<file path="config.mk">
export PLATFORM = sky130hd
export DESIGN_NAME = float_class_stats
export DESIGN_NICKNAME = d
export VERILOG_FILES = /design/src/rtl/float_class_stats_pkg.sv /design/src/rtl/float_class_decode.sv /design/src/rtl/float_class_stats.sv
export SDC_FILE = /design/constraint.sdc
export NUM_CORES = 1
export LEC_CHECK = 0
export ABC_AREA = 1
export CAP_MARGIN = 25
export CORE_MARGIN = 2
export CORE_UTILIZATION = 50
export DETAILED_ROUTE_END_ITERATION = 10
export HOLD_SLACK_MARGIN = 0.06
export PLACE_DENSITY = 0.82
export SLEW_MARGIN = 20
export SYNTH_ARGS = -nofsm -noshare
export SYNTH_HDL_FRONTEND = slang
export SYNTH_HIERARCHICAL = 1
export SYNTH_SLANG_ARGS = --single-unit
</file>
<file path="constraint.sdc">
create_clock -name clk -period 5.1 [get_ports clk]
set_clock_uncertainty 0.1 [all_clocks]
set_input_delay 1.02 -clock clk [delete_from_list [all_inputs] [get_ports clk]]
set_output_delay 1.02 -clock clk [all_outputs]
set_load 0.02 [all_outputs]
</file>
<file path="src/rtl/float_class_stats_pkg.sv">
// Shared definitions for the binary32 classification stages: one-hot class codes,
// field positions and a few helpers used by the decoder and the statistics block.
package float_class_stats_pkg;

  localparam logic [4:0] FT_ZERO = 5'b00001;
  localparam logic [4:0] FT_NORM = 5'b00010;
  localparam logic [4:0] FT_SUB  = 5'b00100;
  localparam logic [4:0] FT_INF  = 5'b01000;
  localparam logic [4:0] FT_NAN  = 5'b10000;

  localparam int unsigned NUM_CLASSES = 5;

  localparam int unsigned EXP_MSB  = 30;
  localparam int unsigned EXP_LSB  = 23;
  localparam int unsigned FRAC_MSB = 22;

  localparam logic [7:0] EXP_ALL_ONES = 8'hFF;

  typedef struct packed {
    logic        sign;
    logic [7:0]  exp;
    logic [22:0] frac;
  } fp32_t;

  // Bit position of each class inside the one-hot code.
  typedef enum logic [2:0] {
    ClsZero = 3'd0,
    ClsNorm = 3'd1,
    ClsSub  = 3'd2,
    ClsInf  = 3'd3,
    ClsNan  = 3'd4
  } cls_idx_e;

  function automatic logic is_one_hot5(logic [4:0] t);
    return (t != 5'd0) && ((t & (t - 5'd1)) == 5'd0);
  endfunction

endpackage

</file>
<file path="src/rtl/float_class_decode.sv">
// Pure combinational binary32 classifier producing the one-hot float-type code.
// The sign bit does not influence the class.
module float_class_decode
  import float_class_stats_pkg::*;
(
  input  logic [31:0] num_i,
  output logic [4:0]  type_o
);

  fp32_t f;
  logic  frac_nz;
  logic  unused_sign;

  assign f           = fp32_t'(num_i);
  assign frac_nz     = |f.frac;
  assign unused_sign = f.sign;

  always_comb begin
    type_o = FT_NORM;
    if (f.exp == EXP_ALL_ONES) begin
      type_o = frac_nz ? FT_NAN : FT_INF;
    end else if (f.exp == 8'h00) begin
      type_o = frac_nz ? FT_SUB : FT_ZERO;
    end
  end

endmodule

</file>
<file path="src/rtl/float_class_stats.sv">
// Classifies a valid/ready stream of binary32 words into a one-entry output register
// and keeps saturating per-class occurrence counters plus a sticky NaN flag.
module float_class_stats
  import float_class_stats_pkg::*;
#(
  parameter int unsigned CNT_W = 16
) (
  input  logic             clk,
  input  logic             reset,
  input  logic             clear,
  input  logic             in_valid,
  output logic             in_ready,
  input  logic [31:0]      num,
  output logic             out_valid,
  input  logic             out_ready,
  output logic [31:0]      out_num,
  output logic [4:0]       out_type,
  output logic [CNT_W-1:0] cnt_zero,
  output logic [CNT_W-1:0] cnt_norm,
  output logic [CNT_W-1:0] cnt_sub,
  output logic [CNT_W-1:0] cnt_inf,
  output logic [CNT_W-1:0] cnt_nan,
  output logic             any_nan
);

  localparam logic [CNT_W-1:0] CntOne = CNT_W'(1);
  localparam logic [CNT_W-1:0] CntMax = {CNT_W{1'b1}};

  logic [4:0]  num_type;
  logic        accept;

  logic        out_valid_q, out_valid_d;
  logic [31:0] out_num_q, out_num_d;
  logic [4:0]  out_type_q, out_type_d;
  logic        any_nan_q, any_nan_d;

  float_class_decode u_decode (
    .num_i  (num),
    .type_o (num_type)
  );

  // Reset gates in_ready so nothing is accepted while the block is held in reset.
  assign in_ready = !reset && (!out_valid_q || out_ready);
  assign accept   = in_valid && in_ready;

  always_comb begin
    out_valid_d = out_valid_q;
    out_num_d   = out_num_q;
    out_type_d  = out_type_q;
    if (accept) begin
      out_valid_d = 1'b1;
      out_num_d   = num;
      out_type_d  = num_type;
    end else if (out_valid_q && out_ready) begin
      out_valid_d = 1'b0;
    end
  end

  always_comb begin
    any_nan_d = any_nan_q;
    if (clear) begin
      any_nan_d = 1'b0;
    end else if (accept && num_type[ClsNan]) begin
      any_nan_d = 1'b1;
    end
  end

  always_ff @(posedge clk or posedge reset) begin
    if (reset) begin
      out_valid_q <= 1'b0;
      out_num_q   <= 32'h0;
      out_type_q  <= 5'b00000;
      any_nan_q   <= 1'b0;
    end else begin
      out_valid_q <= out_valid_d;
      out_num_q   <= out_num_d;
      out_type_q  <= out_type_d;
      any_nan_q   <= any_nan_d;
    end
  end

  // One saturating counter per class; clear wins over a same-cycle accept.
  for (genvar i = 0; i < NUM_CLASSES; i++) begin : g_cnt
    logic [CNT_W-1:0] cnt_q, cnt_d;

    always_comb begin
      cnt_d = cnt_q;
      if (clear) begin
        cnt_d = '0;
      end else if (accept && num_type[i] && (cnt_q != CntMax)) begin
        cnt_d = cnt_q + CntOne;
      end
    end

    always_ff @(posedge clk or posedge reset) begin
      if (reset) begin
        cnt_q <= '0;
      end else begin
        cnt_q <= cnt_d;
      end
    end
  end

  assign cnt_zero  = g_cnt[0].cnt_q;
  assign cnt_norm  = g_cnt[1].cnt_q;
  assign cnt_sub   = g_cnt[2].cnt_q;
  assign cnt_inf   = g_cnt[3].cnt_q;
  assign cnt_nan   = g_cnt[4].cnt_q;

  assign out_valid = out_valid_q;
  assign out_num   = out_num_q;
  assign out_type  = out_type_q;
  assign any_nan   = any_nan_q;

  a_type_onehot: assert property (@(posedge clk) disable iff (reset)
    out_valid_q |-> is_one_hot5(out_type_q));

  a_hold_stalled: assert property (@(posedge clk) disable iff (reset)
    (out_valid_q && !out_ready) |=> ($stable(out_num_q) && $stable(out_type_q) && out_valid_q));

  a_decode_onehot: assert property (@(posedge clk) disable iff (reset)
    is_one_hot5(num_type));

endmodule
</file>
Word-level counts from Yosys, hierarchy flattened
Cells that the tools add are included.

cells by class
  add/subtract/negate cells = 5
  multiplexer cells = 18
  eq/ne operators = 6
  reductions and logical operators = 25

operator list
  operator                                       number
  2-to-1 mux 16 bit                              10
  adder 16 x 1 -> 16 bit, second input constant  5
  != test 16 bit, second input constant          5
  OR reduction 23 bit                            1
  2-to-1 mux 5 bit                               3
  nonzero test 2 bit                             7
  logical AND 1 bit                              13
  == test 8 bit, second input constant           1
  logical NOT 8 bit                              1
  2-to-1 mux 1 bit                               4
  2-to-1 mux 3 bit                               1
  logical NOT 1 bit                              2
  logical OR 1 bit                               1

word-level totals
  word-level logic and storage cells = 63
  output and inout bits = 120
  bits of input ports = 37
  flip-flop bits (word level) = 119

Logic depth before layout (Yosys ltp)
Gate-level depths: netlist of the first run.

  depth after elaboration = 8
  gate-level depth with buffers = 14
  depth with buffers taken out = 13

Cells and area by module
Netlist of the first run, hierarchy kept.

by module, submodules not included
  module              cells each  seq. area each (µm²)  instances  area each (µm²)
  float_class_stats   866         2977.9                1          6536.3
  float_class_decode  39          0.0                   1          162.7

Worst setup path before layout of the first run
No wires, ideal clock.

  path kind = input-to-reg
  from = input port reset
  to = register g_cnt[3].cnt_q[7], in the netlist cnt_inf[7]
  slack = 32 ps
  stages = 9
  data arrival time = 4850 ps
  data required time = 4882 ps
  buffers on the path = 1
  cells stage by stage = inv_1 > nand3_2 > inv_2 > nand2_1 > nor2_4 > nor2_8 > buf_6 > nand2_1 > nand2_1

between the ends
  word-level cells in the longest chain between the ends = 6

RTL lines
  item                                 RTL line                 RTL
  from (decl)                          float_class_stats.sv:9   input logic reset,
  logical NOT 1 bit (no source line)   n/a
  logical AND 1 bit                    float_class_stats.sv:43  assign in_ready = !reset && (!out_valid_q || out_ready);
  logical AND 1 bit                    float_class_stats.sv:44  assign accept = in_valid && in_ready;
  logical AND 1 bit (2 in series)      float_class_stats.sv:90  end else if (accept && num_type[i] && (cnt_q != CntMax)) begin
  nonzero test 2 bit (no source line)  n/a
  to (signal assigned)                 float_class_stats.sv:99  cnt_q <= cnt_d;
  to (decl)                            float_class_stats.sv:84  logic [CNT_W-1:0] cnt_q, cnt_d;

Every way passes these cells.
A chain may end at the register's enable or synchronous reset.

Worst setup path after layout of the first run
  from = input port out_ready
  to = output port in_ready

between the ends
  word-level cells in the longest chain between the ends = 2

RTL lines
  item               RTL line                 RTL
  from (decl)        float_class_stats.sv:15  input logic out_ready,
  logical OR 1 bit   float_class_stats.sv:43
  logical AND 1 bit  float_class_stats.sv:43
  to (decl)          float_class_stats.sv:12  output logic in_ready,

Every way passes these cells.

==> results of run 1 <==
## kinds of logic after synthesis
family                   Yosys count  synth area share
adder cells (fa/ha/maj)            5           0.00934
AO/OA/AOI/OAI                     34            0.0316
AND/OR/NAND/NOR                  626             0.417
flip-flops                       119             0.445
XOR/XNOR                          30            0.0392
buffers and inverters             91            0.0585
## flip-flops by register name (all words and copies together) (netlist names)
register and count:
cnt_sub 16, out_valid 1, cnt_nan 16, cnt_zero 16, out_num 32, cnt_inf 16
any_nan 1, cnt_norm 16, out_type 5
## worst reg2reg max path: stages, from the launching register on
cell,delay [ns]
sky130_fd_sc_hd__dfrtp_1,0.41
sky130_fd_sc_hd__nand2_2,0.10
sky130_fd_sc_hd__nand3_2,0.08
sky130_fd_sc_hd__inv_2,0.44
sky130_fd_sc_hd__nand2_1,0.30
sky130_fd_sc_hd__nor2_4,0.45
sky130_fd_sc_hd__nor2_8,0.12
sky130_fd_sc_hd__nand2_1,0.09
sky130_fd_sc_hd__nand2_1,0.07
## per-stage QoR
step                      hold WS [ns]  power (mW)  instance area [sq um]  instances  setup slack, ns
after floorplan                  0.491        1.17                   6700        905           0.0320
after global placement           0.363        1.32                   8380       1218             1.69
after detailed placement         0.367        1.32                   8380       1218             1.68
after CTS                        0.381        2.71                   9050       1249             1.67
after global routing             0.394        2.79                   9070       1250             1.64
final                            0.378        2.69                   9070       1250             1.69
## area by class of cell
cell class                      instances  area [sq um]
Inverter                               67           254
Clock buffer                           21           440
Fill cell                            1083          4070
Clock inverter                         10           225
Sequential cell                       119          2980
Multi-Input combinational cell        695          3330
Tap cell                              176           220
Timing Repair Buffer                  162          1620
## power by group through the flow
stage	Clock [mW]	Combinational (mW)	Sequential [mW]
2_1_floorplan	0	0.0917	1.08
3_3_place_gp	0	0.290	1.03
3_5_place_dp	0	0.296	1.03
4_1_cts	1.40	0.296	1.02
5_1_grt	1.45	0.318	1.02
6_report	1.38	0.294	1.02
## routing by layer
| metal | track usage | vias to the layer above | routed length [microns] |
|---|---|---|---|
| met5 | 0 | - | 0 |
| met4 | 0.0897 | 0 | 318 |
| met3 | 0.0827 | 22 | 1340 |
| met2 | 0.403 | 226 | 8440 |
| met1 | 0.329 | 3084 | 7610 |
| li1 | - | 3231 | - |
## cells in the final DEF, fill, tap and decap left out, types with 6 or more instances in the layout
cell type,instances
sky130_fd_sc_hd__nand2_2,7
sky130_fd_sc_hd__or2_2,6
sky130_fd_sc_hd__bufinv_16,7
sky130_fd_sc_hd__clkbuf_16,17
sky130_fd_sc_hd__nor2_4,11
sky130_fd_sc_hd__nand2_1,374
sky130_fd_sc_hd__o21bai_1,14
sky130_fd_sc_hd__dfrtp_1,119
sky130_fd_sc_hd__nor2_1,79
sky130_fd_sc_hd__clkdlybuf4s50_1,156
sky130_fd_sc_hd__xor2_1,28
sky130_fd_sc_hd__nand3_1,75
sky130_fd_sc_hd__inv_1,61
sky130_fd_sc_hd__nand4_1,55
sky130_fd_sc_hd__o21ai_0,16
## final timing paths
check | from | to | slack [ns] | cells after the start
max | out_ready | in_ready | 1.69 | 4
min | out_num[24] | out_num[24] | 0.38 | 2
max reg2reg | out_valid | cnt_zero[6] | 2.83 | 8
min reg2reg | out_num[24] | out_num[24] | 0.38 | 2
max in group asynchronous | reset | out_num[5] | 2.69 | 5
min in group asynchronous | reset | out_valid | 1.04 | 3
==> summary by stage, run 1 <==
Placed design
The HPWL after detailed placement is approximately 12 mm. Port buffering added about 160 buffers. At the end of routability-driven placement, the weighted congestion stood at slightly below 0.9.

Global route
Entering global routing, the biggest net connects 78 pins. Summed over all layers, the global routing overflow is 0. The number of antenna violations at the first check in global routing came to 0.

The first-pass GRT wire length is slightly below 30 mm. The total routing resource utilization after global routing is 0.255. The via count of the first global-routing pass is roughly 6100.

Run
Across the run, the number of max-cap violations was 0.

CTS
The number of buffers inserted by hold repair at cts is 0. The TritonCTS clock tree is yes. In this run the deepest clock path goes through 2 buffers. Once the clock tree was built, the setup fixing pass inserted 0 buffers. The TritonCTS sink count is about 120.

The clock latency at the later pin of the worst-skew pair is 0.41 ns. The clock-pin slew on the worst setup and hold paths is approximately 0.05 ns. The TritonCTS buffer count is 17. The number of resized instances in the post-cts repair step is 0. The H-tree depth is 4.

The buffer type at the clock tree root is sky130_fd_sc_hd__clkbuf_16.

Timing
The setup TNS after final layout is 0 ns. At the pin with the least slew margin, the transition time is a little under 0.9 ns. The max-slew violation count came to 0. The clock period minus worst slack is 3.41 ns. Dividing the final minimum period by the clock period gives 0.669. The maximum clock frequency is roughly 290 MHz. The count of final hold-check violations came to 0. The normalized max-slew margin is 0.418.

The final setup violation count is 0. Setup repair after global routing left no endpoint under its margin.

Synthesis
The top flip-flop cell by instance count after synthesis is sky130_fd_sc_hd__dfrtp_1. The leading area contributor after synthesis is sky130_fd_sc_hd__dfrtp_1. Among all cell types in the netlist, the one instantiated most often is sky130_fd_sc_hd__nand2_1. In this run, synthesis inferred 0 flip-flops with an integrated enable. The commonest cells after synthesis are 374 x sky130_fd_sc_hd__nand2_1, 119 x sky130_fd_sc_hd__dfrtp_1, 79 x sky130_fd_sc_hd__nor2_1.

The Yosys warning count is 6. Synthesis instantiated 29 different standard cells from the library. The async set or reset register ratio after synthesis is 1.00.

The area fraction of the dominant cell type after synthesis is 0.445. The average instance area after synthesis is about 7.4 sq um. The count of state elements after synthesis is 119. For this run, the register share of the synthesized area comes to 0.445. The synthesized instance count is around 910. By area the synthesized netlist is led by sky130_fd_sc_hd__dfrtp_1 44%, sky130_fd_sc_hd__nand2_1 21%, sky130_fd_sc_hd__nand3_1 5.6%. Synthesis produced a netlist with a net count of around 950. The post-synthesis instance area is between 0.006 and 0.007 sq mm.

Power and ir drop
The leakage power total is 4.31 nW. The sequential fraction of design power is 0.377. Power spread over the standard cell area amounts to ~300 mW/mm^2. The switching component of the power is slightly above 0.6 mW. Of the total power, the clock network draws 0.514. The highest ir drop seen on vdd is between 0.2 and 0.25 mV. Of the total power, the share spent switching nets is 0.229.

Cell internal power was estimated by the tool at between 2 and 2.5 mW. The combinational group share of total power is 0.109.

Floorplan
157 I/O pins were placed. Row generation in the floorplan step produced 42 rows. From bottom edge to top edge, the die measures around 120 microns. The die footprint is ~0.014 sq mm. The x dimension of the die is 120 microns. For this configuration, the core starts out at a cell density of 0.510.

The total area inside the core boundary comes to approximately 0.013 sq mm.

Critical path
For the worst setup path, the data required time is between 3 and 4 ns. The delay of the slowest cell on the worst path is just over 0.6 ns. Walking the worst path, the cells encountered are clkdlybuf4s50_1, inv_1, a21oi_1, clkdlybuf4s50_1.

The worst setup path is launched from an input pin. In this run the worst path has a maximum fanout of 2. Broken down by cell family, the worst path's largest delay share belongs to buffers and inverters. At the worst endpoint, the arrival time is roughly 2.3 ns. The cell seen most often among critical-path stages is sky130_fd_sc_hd__clkdlybuf4s50_1. The type of the setup path with the least slack is input pin to output port. The critical-path cell with the highest stage delay is sky130_fd_sc_hd__clkdlybuf4s50_1. The worst setup path is captured at an output port.

Counting both buffers and inverters, the worst setup path holds a total of 3.

Routing
The count of nets left with antenna violations once routing finished came out at 0. For this block, the initial DRC count from the detailed router was 541. Dividing the detail-routed wire length by the instance count gives around 14 microns. The via count is between 6000 and 7000. The number of vias per cell is roughly 5.3.

The total wire length after detailed routing is 17.7 mm. For this run, the detailed router's first-pass iteration total came to 5. In the routed design, unresolved DRC markers number 0.

Final layout
At the end of the flow, the number of nets in the layout was about 1100. In the final layout, the share of cells above drive strength 1 is 0.0680. The final standard cell utilization of the core is 0.690. From synthesis to final layout, the design area changed by 35.3%. The repair_antennas step left the layout with diodes totalling 0.

Run status
The flow ran to the end, and the final reports show no timing, DRC or antenna violations.

Worst hold path
The worst hold-check path type is register to register.
(Power assumes the default switching activity.)
==> inputs of run 2 (changes only) <==
--- a/config.mk
+++ b/config.mk
@@ -8,10 +8,10 @@
 export ABC_AREA = 1
 export CAP_MARGIN = 25
 export CORE_MARGIN = 2
-export CORE_UTILIZATION = 50
+export CORE_UTILIZATION = 46
 export DETAILED_ROUTE_END_ITERATION = 10
 export HOLD_SLACK_MARGIN = 0.06
-export PLACE_DENSITY = 0.82
+export PLACE_DENSITY = 0.8
 export SLEW_MARGIN = 20
 export SYNTH_ARGS = -nofsm -noshare
 export SYNTH_HDL_FRONTEND = slang
==> constraint.sdc (replaced) <==
create_clock -name clk -period 2.75 [get_ports clk]
set_clock_uncertainty 0.1 [all_clocks]
set_input_delay 0.55 -clock clk [delete_from_list [all_inputs] [get_ports clk]]
set_output_delay 0.55 -clock clk [all_outputs]
set_load 0.02 [all_outputs]
==> run 2 against run 1 <==
Sequential share of layout area shrank 0.24 points. Critical path depth is the same. Critical endpoint unchanged. Final cell count grew 1.0%.
==> summary by stage, run 2 (same netlist as run 1, synthesis figures left out) <==
Run status
The run finished with clean final reports.

Timing
The maximum clock frequency is about 400 MHz. The actual transition at the worst max-transition pin is 0.644 ns (-0.228 ns). The final period utilization is 0.898.

Setup repair after global routing left no endpoint under its margin. The max-slew violation count is 0 (unchanged). The worst-case hold slack was 0.374 ns (-0.00408 ns). The post-layout worst setup margin is 0.279 ns (-1.41 ns).

The setup TNS after final layout is 0 ns (unchanged). The normalized max-slew margin is 0.571 (+0.152). The final setup violation count came to 0 (unchanged). For the finished layout, the period the worst path requires is 2.47 ns. The count of final hold-check violations is 0 (unchanged).

Critical path
The required time reported for the critical path endpoint is 2.10 ns (-1.88 ns). The register-to-register setup slack is 0.86 ns (-1.97 ns). The critical-path cell with the highest stage delay is sky130_fd_sc_hd__clkdlybuf4s50_1. The critical path goes through clkdlybuf4s50_1, inv_1, a21oi_1, clkdlybuf4s50_1. The launching element type of the critical path is an input pin.

The delay of the slowest cell on the worst path is 0.62 ns (about the same). The highest fanout seen on the critical path is 2 (unchanged). The type of the setup path with the least slack is input pin to output port. In this design, the largest share of critical-path delay is due to buffers and inverters.

Among the stages of the critical path, the cell type that occurs most often is sky130_fd_sc_hd__clkdlybuf4s50_1. The buffer and inverter count on the worst path is 3 (unchanged). The most critical setup path has its startpoint at out_ready.

The startpoint identified for the worst register-to-register timing path is cnt_nan[0]. The endpoint class of the critical path is an output port. The critical path data arrival time is 1.82 ns (-0.47 ns).

Routing
The via count is 6463 (-1.5%). The total wire length after detailed routing was 17.2 mm (-2.8%). The first-pass detailed-route iteration total came to 8 (+3).

The DRC marker count from the first detailed-route iteration is 491 (-9.2%). The average routed wire per standard cell is 13.6 microns (-3.8%). The number of vias per cell is 5.12 (-2.5%).

The remaining design rule violation count came to 0 (unchanged). The count of nets left with antenna violations after detail routing came to 0 (unchanged).

Global route
The total routing resource utilization after global routing is 0.226 (-0.0285). The first-pass GRT wire length is 28.9 mm (-0.54%). The via count of the first global-routing pass is 5960 (-1.6%). The pin count of the biggest net entering global routing is 120 (+54%).

The number of antenna violations at the first check in global routing came to 0 (unchanged). The global-route congestion overflow total is 0 (unchanged).

Placed design
The worst slack at placement is 0.146 ns (-1.53 ns). The placed instance count is 1234 (+1.3%). The number of I/O port buffers is 156 (unchanged). The HPWL after detailed placement was 12.4 mm (+3.3%).

The final weighted congestion in routability-driven placement is 0.877 (-1.9%).

Final layout
The antenna diode instance count is 0 (unchanged). The filler-free cell count of the finished design is 1263 (+1.0%). In the layout the commonest cells are 371 x sky130_fd_sc_hd__nand2_1, 156 x sky130_fd_sc_hd__clkdlybuf4s50_1, 119 x sky130_fd_sc_hd__dfrtp_1. The share of cells above drive strength 1 is 0.0788 (+0.0108). Leaving out fill and tap cells, the most frequent cell in the layout is sky130_fd_sc_hd__nand2_1. The number of flip-flops in the largest register is 32 (unchanged). The area growth from synthesis to layout is 36.3%.

The final standard cell utilization of the core was 0.636 (-0.0544). The number of nets at the end of the flow was 1111 (+0.63%).

Power and ir drop
The leakage power total is 4.34 nW (+0.61%). The power density over the cells came to 532 mW/mm^2 (+79%). The highest ir drop seen on vdd is 0.430 mV (+100%).

Worst hold path
The source of the worst hold timing path is out_num[1]. The tightest min-delay check is of the register to register type.

Floorplan
The vertical die dimension is 125 microns (+4.1%). The x dimension of the die is 125 microns (+4.1%). The core area was 0.0144 sq mm (+9.4%). The number of placement rows is 44 (+4.8%). The boundary pin count came to 157 (unchanged).

The die footprint is 0.0155 sq mm (+8.4%). The starting density of the core was 0.466 (-0.0437).

CTS
The buffers inserted during post-CTS setup optimization is 0 (unchanged). The H-tree depth came to 4 (unchanged). The number of buffers inserted by hold repair at cts came to 0 (unchanged). The clock latency at the later pin of the worst-skew pair is 0.41 ns (about the same). The TritonCTS clock tree is yes.

The largest buffer count on any clock path came to 2 (unchanged). The TritonCTS sink count is 119 (unchanged). The buffer type at the clock tree root is sky130_fd_sc_hd__clkbuf_16. The number of resized instances in the post-cts repair step was 0 (unchanged). The TritonCTS buffer count was 17 (unchanged). The clock-pin slew on the worst setup and hold paths is 0.05 ns (about the same).

Run
The number of max-cap violations is 0 (unchanged).
-- run 2: cell types whose count changed in the layout (fill, tap and decap cells not counted), moves of 2 or more --
cell,change
sky130_fd_sc_hd__buf_4,+6
sky130_fd_sc_hd__bufinv_16,-2
sky130_fd_sc_hd__clkbuf_1,-3
sky130_fd_sc_hd__clkbuf_8,+3
sky130_fd_sc_hd__clkinv_2,-2
sky130_fd_sc_hd__clkinvlp_4,+2
sky130_fd_sc_hd__nand2_1,-3
sky130_fd_sc_hd__nand2_2,+3
-- run 2: tightest hold or removal path: stages (launching register included) --
cell	delay [ns]
sky130_fd_sc_hd__dfrtp_1	0.34
sky130_fd_sc_hd__nand2_1	0.05
sky130_fd_sc_hd__nand2_1	0.05
-- run 2: layer usage --
layer	global-route usage	wire length [microns]	vias up
met5	0	0	-
li1	-	-	3240
met1	0.296	7680	3023
met4	0.0793	354	0
met3	0.0455	682	32
met2	0.374	8500	168
-- run 2: final timing paths --
check                      cells after the start          end
max                                            4     in_ready
min                                            2   out_num[1]
max reg2reg                                    9  cnt_nan[10]
min reg2reg                                    2   out_num[1]
max in group asynchronous                      3   cnt_sub[4]
min in group asynchronous                      3  out_num[31]
-- run 2: final cells by class --
class,count,area [sq um]
inverters,67,258
flip-flops and latches,119,2980
clock buffers,21,470
well taps,184,230
clock inverters,8,171
repair buffers,169,1680
fillers,1212,5240
multi-input cells,695,3340
-- run 2: where the power goes --
part | leakage [nW] | internal (mW) | switching, mW
clock network | 0.311 | 1.66 | 0.760
logic | 2.42 | 0.242 | 0.316
registers | 1.61 | 1.83 | 0.0452
-- run 2: per-stage QoR --
stage	cell area, sq um	total power, mW
floorplan	6730	2.18
global placement	8490	2.46
detailed placement	8490	2.47
CTS	9130	4.91
global route	9130	5.03
finish	9130	4.86
